[config.mk]
export PLATFORM = sky130hd
export DESIGN_NAME = cmp_arbiter
export DESIGN_NICKNAME = d
export VERILOG_FILES = /design/src/rtl/cmp_pkg.sv /design/src/rtl/cmp_arbiter_core.sv /design/src/rtl/cmp_arbiter.sv
export SDC_FILE = /design/constraint.sdc
export NUM_CORES = 1
export LEC_CHECK = 0
export BUFFER_PORTS_ARGS = -buffer_cell sky130_fd_sc_hd__buf_2
export CAP_MARGIN = 5
export CORE_UTILIZATION = 30
export CTS_CLUSTER_SIZE = 16
export DETAILED_ROUTE_END_ITERATION = 10
export GPL_TIMING_DRIVEN = 0
export PLACE_DENSITY = 0.55
export SYNTH_ARGS = -nofsm -noshare
export SYNTH_HDL_FRONTEND = slang
export SYNTH_SLANG_ARGS = --single-unit
[constraint.sdc]
create_clock -name clk -period 3.8 [get_ports clk]
set_input_delay 0.76 -clock clk [delete_from_list [all_inputs] [get_ports clk]]
set_output_delay 0.76 -clock clk [all_outputs]
set_load 0.01 [all_outputs]
[src/rtl/cmp_pkg.sv]
// Shared definitions for the cmp_arbiter compare sequencer: op codes, FSM encoding, width.
package cmp_pkg;

   localparam int unsigned CMP_WIDTH = 32;

   localparam logic [2:0] OP_SLT  = 3'b000;
   localparam logic [2:0] OP_SGT  = 3'b001;
   localparam logic [2:0] OP_SEQ  = 3'b010;
   localparam logic [2:0] OP_SUB  = 3'b011;
   localparam logic [2:0] OP_SLTU = 3'b100;
   localparam logic [2:0] OP_SGTU = 3'b101;

   localparam logic [1:0] ST_IDLE = 2'd0;
   localparam logic [1:0] ST_EXEC = 2'd1;
   localparam logic [1:0] ST_DONE = 2'd2;

endpackage

[src/rtl/cmp_arbiter_core.sv]
// Combinational compare datapath: one subtractor, signed overflow and optional borrow.
// Unsigned compares are built only when CMP_UNSIGNED_EN is defined.
module cmp_core
   import cmp_pkg::*;
#(
   parameter int unsigned WIDTH = CMP_WIDTH
) (
   input  logic [WIDTH-1:0] x,
   input  logic [WIDTH-1:0] y,
   input  logic [2:0]       op,
   output logic [WIDTH-1:0] res
);

   logic [WIDTH-1:0] z;
   logic             ovf;
   logic             slt;
`ifdef CMP_UNSIGNED_EN
   logic [WIDTH:0]   diff;
   logic             borrow;
`endif

   always_comb begin
`ifdef CMP_UNSIGNED_EN
      // Zero-extended subtract: the extra MSB is the borrow (inverted carry-out).
      diff   = {1'b0, x} - {1'b0, y};
      z      = diff[WIDTH-1:0];
      borrow = diff[WIDTH];
`else
      z      = x - y;
`endif
      ovf = (x[WIDTH-1] ^ y[WIDTH-1]) & (z[WIDTH-1] ^ x[WIDTH-1]);
      slt = z[WIDTH-1] ^ ovf;

      res = '0;
      case (op)
         OP_SLT, OP_SGT:   res = WIDTH'(slt);
         OP_SEQ:           res = WIDTH'(z == '0);
         OP_SUB:           res = z;
`ifdef CMP_UNSIGNED_EN
         OP_SLTU, OP_SGTU: res = WIDTH'(borrow);
`else
         OP_SLTU, OP_SGTU: res = WIDTH'(slt);
`endif
         default:          res = '0;
      endcase
   end

endmodule

[src/rtl/cmp_arbiter.sv]
// Round-robin arbiter and IDLE/EXEC/DONE sequencer for the shared compare unit.
// Optional unsigned compares: define CMP_UNSIGNED_EN.
module cmp_arbiter
   import cmp_pkg::*;
#(
   parameter int unsigned WIDTH = CMP_WIDTH
) (
   input  logic             clk,
   input  logic             rst,
   input  logic             r0_valid,
   output logic             r0_ready,
   input  logic [2:0]       r0_op,
   input  logic [WIDTH-1:0] r0_a,
   input  logic [WIDTH-1:0] r0_b,
   output logic             r0_rvalid,
   input  logic             r0_rready,
   input  logic             r1_valid,
   output logic             r1_ready,
   input  logic [2:0]       r1_op,
   input  logic [WIDTH-1:0] r1_a,
   input  logic [WIDTH-1:0] r1_b,
   output logic             r1_rvalid,
   input  logic             r1_rready,
   output logic [WIDTH-1:0] rdata
);

   logic [1:0]       state_q, state_d;
   logic             ptr_q, ptr_d;
   logic             own_q, own_d;
   logic [WIDTH-1:0] a_q, a_d, b_q, b_d;
   logic [2:0]       op_q, op_d;
   logic [WIDTH-1:0] rdata_q, rdata_d;
   logic [1:0]       rvalid_q, rvalid_d;

   logic             gnt0, gnt1, swap;
   logic [WIDTH-1:0] core_x, core_y, core_res;

   // SGT/SGTU reuse the less-than datapath on swapped operands.
   assign swap   = (op_q[1:0] == 2'b01);
   assign core_x = swap ? b_q : a_q;
   assign core_y = swap ? a_q : b_q;

   cmp_core #(.WIDTH(WIDTH)) u_core (
      .x   (core_x),
      .y   (core_y),
      .op  (op_q),
      .res (core_res)
   );

   // ptr_q holds the last served requester; on a tie the other one wins.
   assign gnt0 = r0_valid & (~r1_valid | ptr_q);
   assign gnt1 = r1_valid & (~r0_valid | ~ptr_q);

   always_comb begin
      state_d  = state_q;
      ptr_d    = ptr_q;
      own_d    = own_q;
      a_d      = a_q;
      b_d      = b_q;
      op_d     = op_q;
      rdata_d  = rdata_q;
      rvalid_d = rvalid_q;
      r0_ready = 1'b0;
      r1_ready = 1'b0;
      case (state_q)
         ST_IDLE: begin
            r0_ready = ~rst & gnt0;
            r1_ready = ~rst & gnt1;
            if (gnt0 | gnt1) begin
               own_d   = gnt1;
               a_d     = gnt1 ? r1_a  : r0_a;
               b_d     = gnt1 ? r1_b  : r0_b;
               op_d    = gnt1 ? r1_op : r0_op;
               state_d = ST_EXEC;
            end
         end
         ST_EXEC: begin
            rdata_d  = core_res;
            ptr_d    = own_q;
            rvalid_d = own_q ? 2'b10 : 2'b01;
            state_d  = ST_DONE;
         end
         ST_DONE: begin
            if (own_q ? r1_rready : r0_rready) begin
               rvalid_d = 2'b00;
               state_d  = ST_IDLE;
            end
         end
         default: state_d = ST_IDLE;
      endcase
   end

   always_ff @(posedge clk) begin
      if (rst) begin
         state_q  <= ST_IDLE;
         ptr_q    <= 1'b1;
         own_q    <= 1'b0;
         a_q      <= '0;
         b_q      <= '0;
         op_q     <= 3'b000;
         rdata_q  <= '0;
         rvalid_q <= 2'b00;
      end else begin
         state_q  <= state_d;
         ptr_q    <= ptr_d;
         own_q    <= own_d;
         a_q      <= a_d;
         b_q      <= b_d;
         op_q     <= op_d;
         rdata_q  <= rdata_d;
         rvalid_q <= rvalid_d;
      end
   end

   assign r0_rvalid = rvalid_q[0];
   assign r1_rvalid = rvalid_q[1];
   assign rdata     = rdata_q;

endmodule

Word-level counts from Yosys, hierarchy flattened
Cells that the tools add are included.
- logic and storage cells: 56
- bits in registers: 105
- bits of input ports: 140
- output and inout port bits: 36
- muxes and demuxes: 14
- bitwise operators: 15
- reductions and logical operators: 8
- add/sub/neg operators: 1
- equality and inequality tests: 10
- operator list (cell ; count):
    $mux W32 ; 4
    $pmux W32 S3 ; 1
    $logic_not A32 Y1 ; 1
    $sub A32 B32 Y32 ; 1
    $eq A3 B2 Y1 const B ; 2
    $eq A3 B3 Y1 const B ; 2
    $mux W2 ; 3
    $pmux W2 S3 ; 1
    $reduce_and A2 Y1 ; 3
    $and A1 B1 Y1 ; 5
    $eq A2 B1 Y1 const B ; 2
    $ne A2 B2 Y1 const B ; 2
    $not A1 Y1 ; 4
    $pmux W2 S2 ; 1
    $reduce_or A4 Y1 ; 1
    $eq A3 B1 Y1 const B ; 1
    $logic_not A3 Y1 ; 1
    $mux W1 ; 3
    $mux W3 ; 1
    $or A1 B1 Y1 ; 3
    $xor A1 B1 Y1 ; 3
    $eq A2 B2 Y1 const B ; 1
    $logic_not A2 Y1 ; 1
    $reduce_bool A2 Y1 ; 1

Longest topological paths before layout
Gate-level depths: netlist of run 1.
- depth after elaboration: 7
- mapped depth: 17
- mapped depth without buffers: 14

Hierarchy
A second synthesis of run 1 with hierarchy kept.
- cell total of the unflattened synthesis: 1127
- area total of the unflattened synthesis: 7845.0 µm²
- by module, submodules not included (module ; instances ; seq. area each (µm²) ; cells an instance ; area an instance (µm²)):
    cmp_arbiter ; 1 ; 2102.0 ; 757 ; 5397.7
    cmp_core ; 1 ; 0.0 ; 370 ; 2447.3

Least setup slack after synthesis of run 1
Ideal clock, no wire load.
- kind: register to register
- from: register op_q[1]
- to: register rdata_q[0] (netlist: rdata[0])
- setup time: 84 ps
- path buffers: 1
- arrival: 3613 ps
- slack: 103 ps
- clock period less this slack: 3697 ps
- cell stages (with the launch flop): 16
- required time: 3716 ps
- cell sequence: dfxtp_1 -> nand2b_1 -> buf_4 -> a21oi_1 -> ha_1 -> a211oi_2 -> or4_1 -> and3_4 -> o41ai_4 -> a31oi_1 -> o31ai_4 -> o211ai_1 -> a2111o_1 -> nor4_1 -> nand4b_1 -> o31ai_2
- word-level cells in the longest chain between the ends: 7
- elaborated cells between the ends (all ways): 17
- classes of those cells: 1 x add/sub; 6 x eq/ne; 3 x mux; 4 x bitwise; 3 x reduce/logical
- ends and longest elaborated chain (what ; RTL line ; source):
    start: declaration ; cmp_arbiter.sv:31 ; logic [2:0] op_q, op_d;
    start signal: assignment ; cmp_arbiter.sv:109 ; op_q <= op_d;
    $eq A2 B1 Y1 ; cmp_arbiter.sv:39 ; assign swap = (op_q[1:0] == 2'b01);
    $mux W32 (on tied branches) ; cmp_arbiter.sv:40, cmp_arbiter.sv:41 ;
    $sub A32 B32 Y32 ; cmp_arbiter_core.sv:29 ; z = x - y;
    $xor A1 B1 Y1 ; cmp_arbiter_core.sv:31 ; ovf = (x[WIDTH-1] ^ y[WIDTH-1]) & (z[WIDTH-1] ^ x[WIDTH-1]);
    $and A1 B1 Y1 ; cmp_arbiter_core.sv:31 ;
    $xor A1 B1 Y1 ; cmp_arbiter_core.sv:32 ; slt = z[WIDTH-1] ^ ovf;
    $pmux W32 S3 * ; cmp_arbiter_core.sv:35 ; case (op)
    end signal: assignment ; cmp_arbiter.sv:110 ; rdata_q <= rdata_d;
    end: declaration ; cmp_arbiter.sv:32 ; logic [WIDTH-1:0] rdata_q, rdata_d;
Every way passes the cells marked *; elsewhere a longest branch is shown, timed or not.
A chain may end at the register's enable or synchronous reset.

Worst setup path after layout of run 1
Same ends and word-level chain as after synthesis.

==> qor.yml, run 1 <==
outcome: "finished with violations"
violations: "DRC, setup timing"
crit_arrival_ns: 4.21
critical_path.max_stage_delay_ns: 0.50
dieHeight_um: 165.8
globalplace.congestion: 0.9204
drtAntennaViolNets: 0
grt_use_met2_pct: 37.40
slowest_stage: "or4_1"
drv_slew: 0
ioPinCount: 176
drcViolationCount: 5
cts_buffer_depth: 2
total_power_mw: 4.744
hpwl_um: 25090
cp-start-kind: "register"
fmax_mhz: 255.2
dr.pass1.iters: 8
synth_top_area_cell: "dfxtp_1"
cts_tree: "yes"
areaGrowthSynthToFinish_pct: 22.47
reg2reg_from: "op_q[1]$_SDFFE_PP0P_"
cts_made_buffers: 9
worst_slew_pin_slew_ns: 1.238
drive_above_1_share_pct: 19.47
die_area_um2: 27480
avgSynthCellArea_um2: 7.356
antenna_found_initial: 0
finalNonFillerCells: 1624
setup_viol: 1
period_needed_ns: 3.919
syn-num-nets: 1235
yosys_most_used_dff: "dfxtp_1"
ys_seq_area_share_pct: 26.12
grt_use_met3_pct: 3.051
grt-busiest-layer: "met2"
rr_worst_depth: 15
clkTransAtPathRegs_ns: 0.08
synth_area_um2: 8048
required_ns: 4.09
critPathKind: "register to register"
r2r_end: "rdata[0]$_SDFFE_PP0P_"
initial_utilization_pct: 30.71
min_from: "rdata[11]$_SDFFE_PP0P_"
grt_start_max_net_pins: 18
drt-initial-drc-count: 689
dieWidth_um: 165.8
htreeDepth: 3
fillCellCount: 2783
fin_tns_setup_ns: -0.1190
rrSetupSlack_ns: -0.12
clk-insertion-delay-late_ns: 0.37
hold_class: "register to register"
post-synth-top-count-cell: "nand2_1"
wl_per_cell_um: 20.11
viasPerCell: 5.566
placed_cells: 1604
fin_nets: 1425
cts_root_buffer: "clkbuf_16"
layout_setup_ws_ns: -0.1190
maxCapViolCount: 0
overflow: 0
pwr_density_cell_nw_per_um2: 481.4
via_count: 9039
ys_ff_latch: 105
grt_pass1_wl_um: 49650
cts_hold_buf: 0
min_to: "rdata[11]$_SDFFE_PP0P_"
worstSetupEndpointType: "register"
synth.distinct_cells: 82
rsz0062_at_grt: "true"
async_flop_share_pct: 0
grt_pass1_vias: 8430
synthTopCellsByCount: "nand2_1 (154), dfxtp_1 (105), nor2_1 (98)"
antenna_cells: 0
synth_edf_count: 0
ys_warn_count: 0
synth_top_area_share_pct: 26.12
period_share_pct: 103.1
cpMostUsedCell: "o31ai_2"
relSlewSlack_pct: 17.15
synth_area_leaders: "dfxtp_1 (26%), nand2_1 (7.2%), nand2b_1 (5.4%), nor2_1 (4.6%), o21ai_0 (3.9%)"
coreArea_um2: 26210
hold_depth: 2
clock-sinks: 105
p_leak_nw: 3.877
syn_inst: 1094
path_cells: "nand2b_4 -> buf_6 -> a21oi_4 -> ha_4 -> a211oi_4 -> or4_1 -> and3_4 -> o41ai_4 -> nor2_2 -> o31ai_4 -> a31oi_1 -> o31ai_2 -> xnor2_1 -> or3_1 -> o31ai_2"
route.final.wire_length_um: 32670
crit_fanout: 5
hold_viol: 0
max-vdd-ir-drop_v: 0.0002111
num_rows: 59
grtUsageMet1_pct: 31.88
grt.total_usage_pct: 23.43
io_buffers: 175
clock-skew-final_ns: 0.01363
[state kept, by name, indices dropped and copies added, names as in the netlist]
name,count
op_q,3
own_q,1
rvalid_q,2
a_q,32
ptr_q,1
rdata,32
state_q,2
b_q,32
[worst max-delay path by stage]
stage                         start               endpoint  slack (ns)
3_3_place_gp   op_q[1]$_SDFFE_PP0P_  rdata[0]$_SDFFE_PP0P_       -0.91
6_report       op_q[1]$_SDFFE_PP0P_  rdata[0]$_SDFFE_PP0P_       -0.12
5_1_grt        op_q[1]$_SDFFE_PP0P_  rdata[0]$_SDFFE_PP0P_       -0.25
2_1_floorplan  op_q[1]$_SDFFE_PP0P_  rdata[0]$_SDFFE_PP0P_        0.10
4_1_cts        op_q[1]$_SDFFE_PP0P_  rdata[0]$_SDFFE_PP0P_       -0.02
3_5_place_dp   op_q[1]$_SDFFE_PP0P_  rdata[0]$_SDFFE_PP0P_       -0.89
[layout make-up]
class	instances	area [um2]	share of cell area, %
multi-input cells	880	5688	57.71
repair buffers	180	913.4	9.267
clock inverters	6	43.79	0.4443
well taps	335	419.2	4.253
inverters	30	112.6	1.143
plain buffers	78	340.3	3.453
flip-flops and latches	105	2110	21.40
clock buffers	10	229.0	2.323
[worst max-delay path, delay by kind of cell (launching register included)]
family                   cells  cell delay, ns
AO/OA/AOI/OAI                7            1.59
XOR/XNOR                     1            0.14
adder cells (fa/ha/maj)      1            0.16
buffers and inverters        1            0.13
flip-flops                   1            0.37
AND/OR/NAND/NOR              5            1.45
[routing by layer]
metal  wire length (um)  up-vias  share of wire (%)
met5                 97        -               0.30
met4               1070        2                3.3
met3               1999       59                6.1
met2              14570      331                 45
met1              14920     4257                 46
li1                   -     4390                  -
[per-stage QoR]
stage / hold WS, ns / area, um2 / setup slack [ns] / util, %
5_1_grt: 0.4913 / 9856 / -0.2468 / 37.61
3_5_place_dp: 0.4462 / 9343 / -0.8879 / 35.65
6_report: 0.4604 / 9856 / -0.1190 / 37.61
3_3_place_gp: 0.4447 / 9343 / -0.9081 / 35.65
2_1_floorplan: 0.4306 / 8048 / 0.1028 / -
4_1_cts: 0.4569 / 9834 / -0.01921 / 37.53
[repair_timing]
action / CTS / global route
pin swaps: 10 / 0
setup endpoints to repair: 11 / 5
resized for setup: 37 / 7
buffers inserted: 5 / 0
[power breakdown]
part	leakage, nW	switching (mW)	internal (mW)
Combinational	2.87	1.53	0.914
Clock	0.138	0.483	0.450
Sequential	0.867	0.150	1.22
Total	3.88	2.16	2.58
[cell families (layout without fill, tap and decap cells)]
logic type	count (synthesis)	after routing	share of synthesized area, %
mux	25	25	3.125
compound gates	338	338	31.31
simple gates	466	466	28.37
xor+xnor	45	45	4.897
buf+inv	109	304	5.395
fa+ha+maj	6	6	0.7774
flops	105	105	26.12
[layout by cell type (no fill, tap or decap), drive strengths merged, types with 14 or more instances in the layout]
cell type | synthesis | layout
o211ai | 18 | 18
clkbuf | 58 | 67
inv | 30 | 31
a211oi | 18 | 18
a21boi | 22 | 22
nand2b | 69 | 69
nand3 | 22 | 22
nor2b | 37 | 37
xnor2 | 32 | 32
o21ai | 70 | 70
mux2i | 24 | 24
a311oi | 14 | 14
nor4 | 15 | 15
a32oi | 35 | 35
nand2 | 154 | 154
a21oi | 31 | 31
buf | 21 | 201
nor2 | 99 | 99
a22oi | 28 | 28
dfxtp | 105 | 105
nor3 | 14 | 14
(Power assumes the default switching activity.)
==> run 2: changes to the inputs <==
--- a/config.mk
+++ b/config.mk
@@ -7,6 +7,7 @@
 export LEC_CHECK = 0
 export BUFFER_PORTS_ARGS = -buffer_cell sky130_fd_sc_hd__buf_2
 export CAP_MARGIN = 5
+export CORE_ASPECT_RATIO = 1.25
 export CORE_UTILIZATION = 30
 export CTS_CLUSTER_SIZE = 16
 export DETAILED_ROUTE_END_ITERATION = 10
==> run 2 against run 1 <==
Against the previous run:
- the flow finishes with violations (setup timing)
- fmax rose by 0.44%
- register-to-register slack better by 0.02 ns
- hold slack about the same
- largest cell class unchanged
- largest power group unchanged
- highest routed layer is now met4
==> qor.yml, run 2 (same netlist as run 1, synthesis figures left out) <==
cts_tree: "yes"
cts_buffer_depth: 2
period_needed_ns: 3.902
switching_share_pct: 44.52
required_ns: 4.09
whs_ns: 0.4609
drtAntennaViolNets: 0
crit_buf_inv: 0
clkPwrFrac_pct: 20.1
utilization_pct: 38.08
htreeDepth: 3
dieWidth_um: 148.5
drive_above_1_share_pct: 20.49
hold_viol: 0
fmax_mhz: 256.3
wl_per_cell_um: 19.75
overflow: 0
violations: "setup timing"
power_frac_comb_pct: 51.1
viasPerCell: 5.509
cts_hold_buf: 0
final_common_cell: "buf_2"
maxCapViolCount: 0
critPathKind: "register to register"
p_int_mw: 2.649
die_area_um2: 27490
p_leak_nw: 3.908
crit_cells: 14
pwr_density_cell_nw_per_um2: 478.9
drt-initial-drc-count: 535
finalNonFillerCells: 1633
hold_class: "register to register"
grt_start_max_net_pins: 19
route.final.wire_length_um: 32260
cts_made_buffers: 9
slowest_stage: "or4_1"
layout_common_cells: "buf_2 (179), nand2_1 (154), dfxtp_1 (100), nor2_1 (97), nand2b_1 (68)"
antenna_cells: 0
globalplace.congestion: 0.9058
coreArea_um2: 26180
worstSetupEndpointType: "register"
cp-start-kind: "register"
initial_utilization_pct: 30.74
critPathTopFamily: "compound AO/OA/AOI/OAI gates"
ioPinCount: 176
setup_viol: 1
cts_root_buffer: "clkbuf_16"
critical_path.max_stage_delay_ns: 0.51
hpwl_um: 24430
grt_pass1_wl_um: 48290
p_seq_share_pct: 28.8
fin_nets: 1429
antenna_found_initial: 0
io_buffers: 175
grt_pass1_vias: 8658
total_power_mw: 4.774
clkTransAtPathRegs_ns: 0.08
path_cells: "nand2b_4 -> a21oi_4 -> ha_4 -> a211oi_4 -> or4_1 -> and3_4 -> o41ai_4 -> a31oi_4 -> o31ai_4 -> o211ai_1 -> a2111o_1 -> nor4_2 -> nand4b_1 -> o31ai_2"
grt.total_usage_pct: 23.14
rsz0062_at_grt: "true"
hold_depth: 2
period_share_pct: 102.7
drv_slew: 0
areaGrowthSynthToFinish_pct: 23.87
dr.pass1.iters: 5
worst_slew_pin_slew_ns: 1.208
crit_fanout: 5
clk-insertion-delay-late_ns: 0.37
crit_arrival_ns: 4.19
layout_setup_ws_ns: -0.1016
clock-skew-final_ns: 0.009330
fin_tns_setup_ns: -0.1016
rr_worst_depth: 14
clock-sinks: 105
num_rows: 66
via_count: 8996
placed_cells: 1609
relSlewSlack_pct: 19.44
dieHeight_um: 185.1
max-vdd-ir-drop_v: 0.0002030
outcome: "finished with violations"
power_switching_mw: 2.125
drcViolationCount: 0
fillCellCount: 2779
run 2: changes by cell type in the layout (fill, tap and decap cells not counted), moves of 2 or more:
cell,change
dfxtp_1,-3
clkinv_2,-2
dfxtp_2,+2
a2111oi_0,-2
buf_4,+2
inv_6,+3
run 2: stage by stage:
step	setup WS [ns]	cell area (um2)
floorplan	0.1028	8048
global placement	-0.7998	9349
detailed placement	-0.8391	9349
CTS	-0.02580	9864
global route	-0.2559	9968
finish	-0.1016	9968
run 2: worst register-to-register path: cells and delay by family, from the launching register on:
kind	cells	cell delay, ns
fa+ha+maj	1	0.16
simple gates	5	1.37
flops	1	0.36
compound gates	8	1.94
run 2: power groups by stage:
stage | logic, mW | registers (mW) | clock network (mW)
after floorplan | 1.62 | 1.34 | 0
after global placement | 2.21 | 1.39 | 0
after detailed placement | 2.21 | 1.39 | 0
after CTS | 2.36 | 1.36 | 0.974
after global routing | 2.65 | 1.39 | 1.01
final | 2.44 | 1.38 | 0.960
run 2: metal layers:
| layer | track usage (%) | vias up | wire length [um] | part of all wire (%) |
|---|---|---|---|---|
| met2 | 41.35 | 262 | 15990 | 50 |
| met5 | 0 | - | 0 | 0 |
| met1 | 27.77 | 4286 | 13710 | 43 |
| met3 | 2.192 | 44 | 1340 | 4.2 |
| met4 | 10.52 | 0 | 1211 | 3.8 |
| li1 | - | 4404 | - | - |
run 2: path summary, 6_finish.rpt:
path                                        startpoint                     end  slack, ns
worst min register to register  rdata[10]$_SDFFE_PP0P_  rdata[10]$_SDFFE_PP0P_       0.46
worst min-delay path            rdata[10]$_SDFFE_PP0P_  rdata[10]$_SDFFE_PP0P_       0.46
worst max-delay path              op_q[1]$_SDFFE_PP0P_   rdata[0]$_SDFFE_PP0P_      -0.10
worst max register to register    op_q[1]$_SDFFE_PP0P_   rdata[0]$_SDFFE_PP0P_      -0.10
run 2: cell type report:
class / count / area [um2] / area share (%)
repair buffers: 185 / 963.4 / 9.665
well taps: 340 / 425.4 / 4.268
flip-flops and latches: 105 / 2116 / 21.23
plain buffers: 77 / 332.8 / 3.339
inverters: 30 / 112.6 / 1.130
multi-input cells: 880 / 5732 / 57.50
clock buffers: 10 / 239.0 / 2.397
clock inverters: 6 / 47.55 / 0.4770
run 2: timing repair:
item,in CTS,in global routing
gates resized for setup,36,22
gates cloned,0,0
pin swaps,15,15
setup endpoints to repair,11,4
buffers inserted,6,4
==> run 3: changes to the inputs <==
--- a/config.mk
+++ b/config.mk
@@ -12,7 +12,7 @@
 export CTS_CLUSTER_SIZE = 16
 export DETAILED_ROUTE_END_ITERATION = 10
 export GPL_TIMING_DRIVEN = 0
-export PLACE_DENSITY = 0.55
+export PLACE_DENSITY_LB_ADDON = 0.25
 export SYNTH_ARGS = -nofsm -noshare
 export SYNTH_HDL_FRONTEND = slang
 export SYNTH_SLANG_ARGS = --single-unit
==> run 3 against run 2 <==
Against the previous run:
- the run still ends with setup timing left
- non-clock buffer count down 5
- sequential cell count unchanged
- clock skew up 0.0052 ns
- power grew 0.78%
- hold slack lost 0.0041 ns
- global-route usage increased by 0.072 points
- combinational power decreased by 2%
- via count increased by 0.64%
- count of clock-buffer cells in the layout increased by 1
- critical path type unchanged
- critical endpoint unchanged
==> qor.yml, run 3 (same netlist as run 1, synthesis figures left out) <==
outcome: "finished with violations"
violations: "setup timing"
fillCellCount: 2766
setup_viol: 1
total_power_mw: 4.811
drcViolationCount: 0
layout_setup_ws_ns: -0.02687
clk-insertion-delay-late_ns: 0.37
viasPerCell: 5.561
layout_common_cells: "buf_2 (180), nand2_1 (154), dfxtp_1 (103), nor2_1 (97), nand2b_1 (69)"
relSlewSlack_pct: 25.70
cpMostUsedCell: "o31ai_2"
multi_input_area_um2: 5664
cts_root_buffer: "clkbuf_16"
overflow: 0
pwr_density_cell_nw_per_um2: 486.9
rsz0062_at_grt: "true"
clock-skew-final_ns: 0.01452
wl_per_cell_um: 19.75
period_needed_ns: 3.827
htreeDepth: 3
fmax_mhz: 261.3
worst_slew_pin_slew_ns: 1.115
utilization_pct: 37.75
drtAntennaViolNets: 0
die_area_um2: 27490
cts_tree: "yes"
drv_slew: 0
dieWidth_um: 148.5
drt-initial-drc-count: 712
clock-sinks: 105
io_buffers: 175
cts_hold_buf: 0
final_area_um2: 9882
initial_utilization_pct: 30.74
fin_tns_setup_ns: -0.02687
path_cells: "nand2b_1 -> buf_6 -> a21oi_4 -> ha_4 -> a211oi_4 -> or4_1 -> and3_4 -> o41ai_4 -> nor2_2 -> o31ai_4 -> a31oi_1 -> o31ai_2 -> xnor2_1 -> or3_1 -> o31ai_2"
via_count: 9054
crit_fanout: 5
cp-start-kind: "register"
clkTransAtPathRegs_ns: 0.08
fin_nets: 1424
hold_viol: 0
grt_pass1_vias: 8719
maxCapViolCount: 0
dr.pass1.iters: 7
globalplace.congestion: 0.9050
dieHeight_um: 185.1
areaGrowthSynthToFinish_pct: 22.79
drive_above_1_share_pct: 19.25
grt_pass1_wl_um: 48320
grt.total_usage_pct: 23.21
ioPinCount: 176
slowest_stage: "or4_1"
crit_arrival_ns: 4.11
placed_cells: 1609
period_share_pct: 100.7
antenna_cells: 0
worstSetupEndpointType: "register"
num_rows: 66
hpwl_um: 24550
coreArea_um2: 26180
critical_path.max_stage_delay_ns: 0.51
regArea_um2: 2107
required_ns: 4.08
grt_start_max_net_pins: 17
critPathKind: "register to register"
finalNonFillerCells: 1628
antenna_found_initial: 0
max-vdd-ir-drop_v: 0.0002179
cts_buffer_depth: 2
final_common_cell: "buf_2"
p_leak_nw: 3.890
hold_class: "register to register"
placed_area_um2: 9349
route.final.wire_length_um: 32160
cts_made_buffers: 9
==> run 3: cell count changes in the layout (fill, tap and decap cells not counted), sizes merged <==
cell / delta
buf: -4
clkinvlp: -1
inv: -2
bufinv: +2
==> run 3: metrics by stage <==
| step | hold slack (ns) | setup WS [ns] |
|---|---|---|
| after floorplan | 0.4306 | 0.1028 |
| after global placement | 0.4448 | -0.8334 |
| after detailed placement | 0.4456 | -0.8216 |
| after CTS | 0.4557 | 0.01109 |
| after global routing | 0.4848 | -0.1779 |
| final | 0.4567 | -0.02687 |
==> run 3: worst max-delay path, delay by kind of cell, from the launching register on <==
kind                     cells  cell delay [ns]
AO/OA/AOI/OAI                7             1.52
buffers and inverters        1             0.14
XOR/XNOR                     1             0.11
adder cells (fa/ha/maj)      1             0.16
AND/OR/NAND/NOR              5             1.44
flip-flops                   1             0.37
==> run 3: worst paths after layout <==
path / startpoint / endpoint / slack, ns / cells past startpoint
setup reg to reg: op_q[1]$_SDFFE_PP0P_ / rdata[0]$_SDFFE_PP0P_ / -0.03 / 15
setup / recovery: op_q[1]$_SDFFE_PP0P_ / rdata[0]$_SDFFE_PP0P_ / -0.03 / 15
hold / removal: rdata[13]$_SDFFE_PP0P_ / rdata[13]$_SDFFE_PP0P_ / 0.46 / 2
hold reg to reg: rdata[13]$_SDFFE_PP0P_ / rdata[13]$_SDFFE_PP0P_ / 0.46 / 2
==> run 3: where the power goes <==
part           internal, mW  switching, mW  leakage (nW)  total (mW)
combinational         0.916           1.46          2.87        2.38
clock                 0.580          0.475         0.154        1.06
sequential             1.22          0.155         0.866        1.38
total                  2.72           2.09          3.89        4.81
==> run 3: area by class of cell <==
cell class / count / area share (%)
clock inverters: 5 / 0.7977
flip-flops and latches: 105 / 21.32
multi-input cells: 880 / 57.32
repair buffers: 180 / 9.369
well taps: 340 / 4.305
clock buffers: 11 / 2.355
inverters: 30 / 1.140
plain buffers: 77 / 3.393
==> run 3: what timing repair did <==
item	4_1_cts	5_1_grt
setup endpoints to repair	10	4
gates resized for setup	34	5
pin swaps	11	0
buffers inserted	5	0
==> run 3: per-layer routing <==
layer | vias up | GRT usage (%) | routed length, um
met5 | - | 0 | 0
met4 | 0 | 11.92 | 1434
met3 | 54 | 2.020 | 1256
met2 | 277 | 41.25 | 15800
met1 | 4326 | 27.65 | 13660
li1 | 4397 | - | -
